--- config.mk ---
export PLATFORM = sky130hd
export DESIGN_NAME = multi_start_reg
export DESIGN_NICKNAME = d
export VERILOG_FILES = /design/src/rtl/multi_start_reg.sv
export SDC_FILE = /design/constraint.sdc
export NUM_CORES = 1
export LEC_CHECK = 0
export CAP_MARGIN = 20
export CORE_MARGIN = 3
export CORE_UTILIZATION = 50
export DETAILED_ROUTE_END_ITERATION = 10
export GPL_ROUTABILITY_DRIVEN = 0
export PLACE_DENSITY = 0.79
export RECOVER_POWER = 50
export SYNTH_ARGS = -nofsm -noshare
export SYNTH_HDL_FRONTEND = slang
export SYNTH_SLANG_ARGS = --single-unit
--- constraint.sdc ---
create_clock -name clk -period 4.2 [get_ports clk]
set_clock_uncertainty 0.15 [all_clocks]
set_input_delay 0.42 -clock clk [delete_from_list [all_inputs] [get_ports clk]]
set_output_delay 0.42 -clock clk [all_outputs]
set_load 0.03 [all_outputs]
--- src/rtl/multi_start_reg.sv ---
// Multi-channel start latch: each channel turns a rising start edge into a sticky or
// time-limited go level, with a one-cycle entry strobe and an expiry flag.
module multi_start_reg #(
    parameter int CHANNELS  = 4,
    parameter int CNT_W     = 8,
    parameter int RETRIGGER = 0
) (
    input  logic                clk,
    input  logic                rst,
    input  logic                enable,
    input  logic [CHANNELS-1:0] start,
    input  logic [CHANNELS-1:0] clear,
    input  logic [CNT_W-1:0]    hold_cycles,
    output logic [CHANNELS-1:0] out,
    output logic [CHANNELS-1:0] pulse,
    output logic [CHANNELS-1:0] expired,
    output logic                any_active
);

    typedef enum logic [1:0] {
        IDLE    = 2'd0,
        ACTIVE  = 2'd1,
        EXPIRED = 2'd2
    } state_t;

    logic [CHANNELS-1:0] start_prev;
    logic [CHANNELS-1:0] out_nxt;

    // start_prev clears on reset so a start held through reset release counts as an edge
    always_ff @(posedge clk or negedge rst) begin
        if (!rst) begin
            start_prev <= '0;
            any_active <= 1'b0;
        end else begin
            start_prev <= start;
            any_active <= |out_nxt;
        end
    end

    genvar i;
    for (i = 0; i < CHANNELS; i++) begin : g_ch
        state_t           state, state_nxt;
        logic [CNT_W-1:0] cnt, cnt_nxt;
        logic             sticky, sticky_nxt;
        logic             pulse_nxt;
        logic             trig;
        logic             out_q, pulse_q, expired_q;

        assign trig = start[i] & ~start_prev[i] & enable;

        // clear has priority over triggers and over a same-cycle expiry
        always_comb begin
            state_nxt  = state;
            cnt_nxt    = cnt;
            sticky_nxt = sticky;
            pulse_nxt  = 1'b0;
            if (clear[i]) begin
                state_nxt  = IDLE;
                cnt_nxt    = '0;
                sticky_nxt = 1'b0;
            end else begin
                case (state)
                    IDLE: begin
                        if (trig) begin
                            state_nxt  = ACTIVE;
                            cnt_nxt    = hold_cycles;
                            sticky_nxt = (hold_cycles == '0);
                            pulse_nxt  = 1'b1;
                        end
                    end
                    ACTIVE: begin
                        if (trig && (RETRIGGER != 0)) begin
                            cnt_nxt    = hold_cycles;
                            sticky_nxt = (hold_cycles == '0);
                            pulse_nxt  = 1'b1;
                        end else if (!sticky) begin
                            if (cnt == CNT_W'(1)) begin
                                state_nxt = EXPIRED;
                                cnt_nxt   = '0;
                            end else begin
                                cnt_nxt = cnt - CNT_W'(1);
                            end
                        end
                    end
                    EXPIRED: begin
                        state_nxt = EXPIRED;
                    end
                    default: begin
                        state_nxt  = IDLE;
                        cnt_nxt    = '0;
                        sticky_nxt = 1'b0;
                    end
                endcase
            end
        end

        assign out_nxt[i] = (state_nxt == ACTIVE);

        always_ff @(posedge clk or negedge rst) begin
            if (!rst) begin
                state     <= IDLE;
                cnt       <= '0;
                sticky    <= 1'b0;
                out_q     <= 1'b0;
                pulse_q   <= 1'b0;
                expired_q <= 1'b0;
            end else begin
                state     <= state_nxt;
                cnt       <= cnt_nxt;
                sticky    <= sticky_nxt;
                out_q     <= (state_nxt == ACTIVE);
                pulse_q   <= pulse_nxt;
                expired_q <= (state_nxt == EXPIRED);
            end
        end

        assign out[i]     = out_q;
        assign pulse[i]   = pulse_q;
        assign expired[i] = expired_q;
    end

endmodule

==> results.json <==
{
  "dp_slack_ns": 1.377,
  "dpl.hpwl_mm": 6.065,
  "crit_end": "g_ch[2].cnt[7]$_DFFE_PN0P_",
  "cts_buffer_depth": 2,
  "period_minus_slack_ns": 2.560,
  "yosys_register_bits": 61,
  "start_kind": "register",
  "r2r-start": "g_ch[2].state[0]$_DFF_PN0_",
  "final_area_um2": 4308,
  "coreArea_um2": 7292,
  "rows": 31,
  "critical_path_class": "reg -> reg",
  "syn_area_per_cell_um2": 9.274,
  "cts_resized": 0,
  "post-route-period-util_pct": 60.95,
  "worstPathCellList": "inv_1 -> ha_1 -> a221oi_2 -> o21ai_0 -> a22oi_1 -> nor2_1",
  "cts.reportedPaths.clkPinSlew_ns": 0.07,
  "cp_top_family": "compound AO/OA/AOI/OAI gates",
  "rrSetupSlack_ns": 1.64,
  "syn-instance-count": 408,
  "wl_per_cell_um": 16.78,
  "gr-total-overflow": 0,
  "die_w_um": 92.99,
  "dpl_cell_area_um2": 4084,
  "first_pass_iters": 5,
  "cts_sinks": 61,
  "arrival_ns": 2.62,
  "slew_violations": 33,
  "nets": 469,
  "start_util_pct": 51.89,
  "grt_pass1_wl_mm": 15.04,
  "critPathLaunch": "g_ch[2].state[0]$_DFF_PN0_",
  "numPortBuffers": 31,
  "synthArstFlopShare_pct": 100.0,
  "netlist.area_leader.share_pct": 40.34,
  "cts_setup_buffers": 0,
  "synth_top_cells_by_area": "dfrtp_1 (40%), ha_1 (7.9%), o21ai_0 (4.9%)",
  "crit_buf_inv": 1,
  "worst_path_max_delay_cell": "a221oi_2",
  "post_drt_via_cell_ratio": 6.049,
  "die_y_um": 92.99,
  "run_status": "finished, violations left",
  "drtAntennaViolNets": 0,
  "drv_cap": 1,
  "io_pins": 32,
  "synth-main-ff-cell": "dfrtp_1",
  "fin_ws_ns": 1.640,
  "synth_edf_count": 0,
  "path_max_fanout": 16,
  "worst_path_largest_cell_delay_ns": 0.90,
  "cts_htree_levels": 3,
  "cts_made_buffers": 9,
  "synth_fp_nets": 451,
  "setup_viol": 0,
  "path_depth": 6,
  "worst_pin_slew_ns": 1.815,
  "rsz0062_at_grt": "false",
  "power_leakage_nw": 1.843,
  "hold_path_class": "reg -> reg",
  "fmax_ghz": 0.3907,
  "ys_warn_count": 0,
  "dieArea_um2": 8647,
  "power_density_nw_per_um2": 421.8,
  "ys_types": 56,
  "drive_above_1_share_pct": 7.889,
  "drt_wl_total_mm": 8.891,
  "final_hold_viol_count": 0,
  "grt_max_degree": 33,
  "worst_ir_drop_vdd_uv": 200.2,
  "drc": 0,
  "syn-cell-area_um2": 3784,
  "clk_root_buffer_cell": "clkbuf_8",
  "grt_pass1_vias": 3035,
  "slew_headroom_pct": -20.99,
  "worstRegToRegCells": 6,
  "total_power_mw": 1.817,
  "ys_seq_area_share_pct": 40.34,
  "hold_buffers": 0,
  "grt_usage_pct": 21.83,
  "end_kind": "register",
  "antenna_cells": 0,
  "antenna_found_initial": 0,
  "violations": "max-capacitance violations, max-slew violations",
  "crit_required_ns": 4.26,
  "syn2layout_area_growth_pct": 13.86,
  "fin_tns_setup_ns": 0,
  "via_count": 3206,
  "clkLatencyLatePin_ns": 0.34,
  "synth_area_leader_cell": "dfrtp_1",
  "nFillCells": 629,
  "cts_tree": "built",
  "r2r_end": "g_ch[2].cnt[7]$_DFFE_PN0P_",
  "first_iter_violations": 219,
  "timing.hold.ws_ns": 0.3872
}
[synth_stat cells, types with 2 or more instances]
| master | count |
|---|---|
| nor4_2 | 2 |
| inv_1 | 24 |
| nor4_1 | 7 |
| or4b_4 | 2 |
| a22oi_1 | 13 |
| ha_1 | 24 |
| nor2_1 | 36 |
| a22o_1 | 3 |
| o41ai_1 | 3 |
| o211ai_1 | 2 |
| nor2b_1 | 4 |
| nand4b_1 | 5 |
| a32o_1 | 6 |
| or3_1 | 7 |
| o21a_1 | 3 |
| nor4_4 | 2 |
| nor3_1 | 16 |
| nor3b_1 | 4 |
| a211oi_1 | 9 |
| a21o_1 | 4 |
| a21oi_1 | 24 |
| xnor2_1 | 2 |
| nand2b_1 | 9 |
| nand3b_1 | 4 |
| dfrtp_1 | 61 |
| clkbuf_1 | 9 |
| buf_4 | 12 |
| o21ai_2 | 2 |
| buf_2 | 7 |
| a2bb2oi_1 | 2 |
| and2_1 | 6 |
| o31ai_1 | 7 |
| a31oi_1 | 2 |
| nand2_1 | 26 |
| o21ai_0 | 37 |
| a31o_2 | 2 |
[metal layers]
layer / GRT usage (%) / wire length (µm) / vias to the layer above
met5: 0 / 0 / -
met4: 7.937 / 188 / 0
met3: 3.218 / 427 / 18
met2: 36.83 / 4424 / 110
met1: 28.54 / 3851 / 1558
li1: - / - / 1520
[area by class of cell]
class                      count  area [µm²]  share of cell area (%)
clock inverter                 4       70.07                   1.626
inverter                      24       90.09                   2.091
timing repair buffer          35       334.1                   7.755
sequential                    61        1526                   35.43
clock buffer                  12       155.1                   3.602
tap                           99       123.9                   2.875
multi-input combinational    295        2008                   46.62
[worst min-delay path: cells and delay by family, from the launching register on]
family | cells | cell delay [ns]
and+or+nand+nor | 1 | 0.06
AOI/OAI and AO/OA | 1 | 0.06
DFF | 1 | 0.38
[per-stage QoR]
step	std cells	utilization, %
2_1_floorplan	408	-
3_3_place_gp	514	56.01
3_5_place_dp	514	56.01
4_1_cts	530	59.09
5_1_grt	530	59.08
6_report	530	59.08
[state kept, by name, summed over array words and instances, names as in the netlist]
name,cells
g_ch.cnt,32
g_ch.sticky,4
g_ch.expired_q,4
start_prev,4
g_ch.pulse_q,4
g_ch.state,8
any_active,1
g_ch.out_q,4
[cell usage in the layout (no fill, tap or decap), drive strengths merged, types with 4 or more instances in the layout]
cell type	n
nand4b	5
or3	7
nand2b	9
o21ai	40
clkbuf	13
buf	4
o31ai	8
a32o	6
and2	6
nor2	36
inv	24
a21o	4
dlygate4sd3	4
a211oi	9
nor3	17
nor2b	4
nand3b	4
nor4	11
ha	24
nor3b	4
nand2	26
clkdlybuf4s50	26
a22oi	13
dfrtp	61
a21oi	25
[where the power goes]
group / switching (mW) / internal, mW / leakage, nW
clock network: 0.238 / 0.365 / 0.116
registers: 0.0570 / 0.642 / 0.820
logic: 0.307 / 0.207 / 0.906
total: 0.602 / 1.22 / 1.84
[worst min-delay path by stage]
stage,start,endpoint,slack (ns),cells after the start
after floorplan,rst,any_active$_DFF_PN0_,-0.03,0
after global placement,g_ch[3].cnt[5]$_DFFE_PN0P_,g_ch[3].cnt[5]$_DFFE_PN0P_,0.36,1
after detailed placement,g_ch[1].cnt[1]$_DFFE_PN0P_,g_ch[1].cnt[1]$_DFFE_PN0P_,0.37,2
after CTS,rst,g_ch[2].cnt[4]$_DFFE_PN0P_,0.02,1
after global routing,g_ch[3].cnt[5]$_DFFE_PN0P_,g_ch[3].cnt[5]$_DFFE_PN0P_,0.41,1
final,g_ch[1].cnt[1]$_DFFE_PN0P_,g_ch[1].cnt[1]$_DFFE_PN0P_,0.39,2
[cells by family after synthesis]
logic type / after synthesis / share of synthesized area [%]
compound gates: 132 / 24.11
buf+inv: 52 / 6.581
flops: 61 / 40.34
fa+ha+maj: 24 / 7.937
xor+xnor: 3 / 0.6946
simple gates: 136 / 20.34
(Power assumes the default switching activity.)
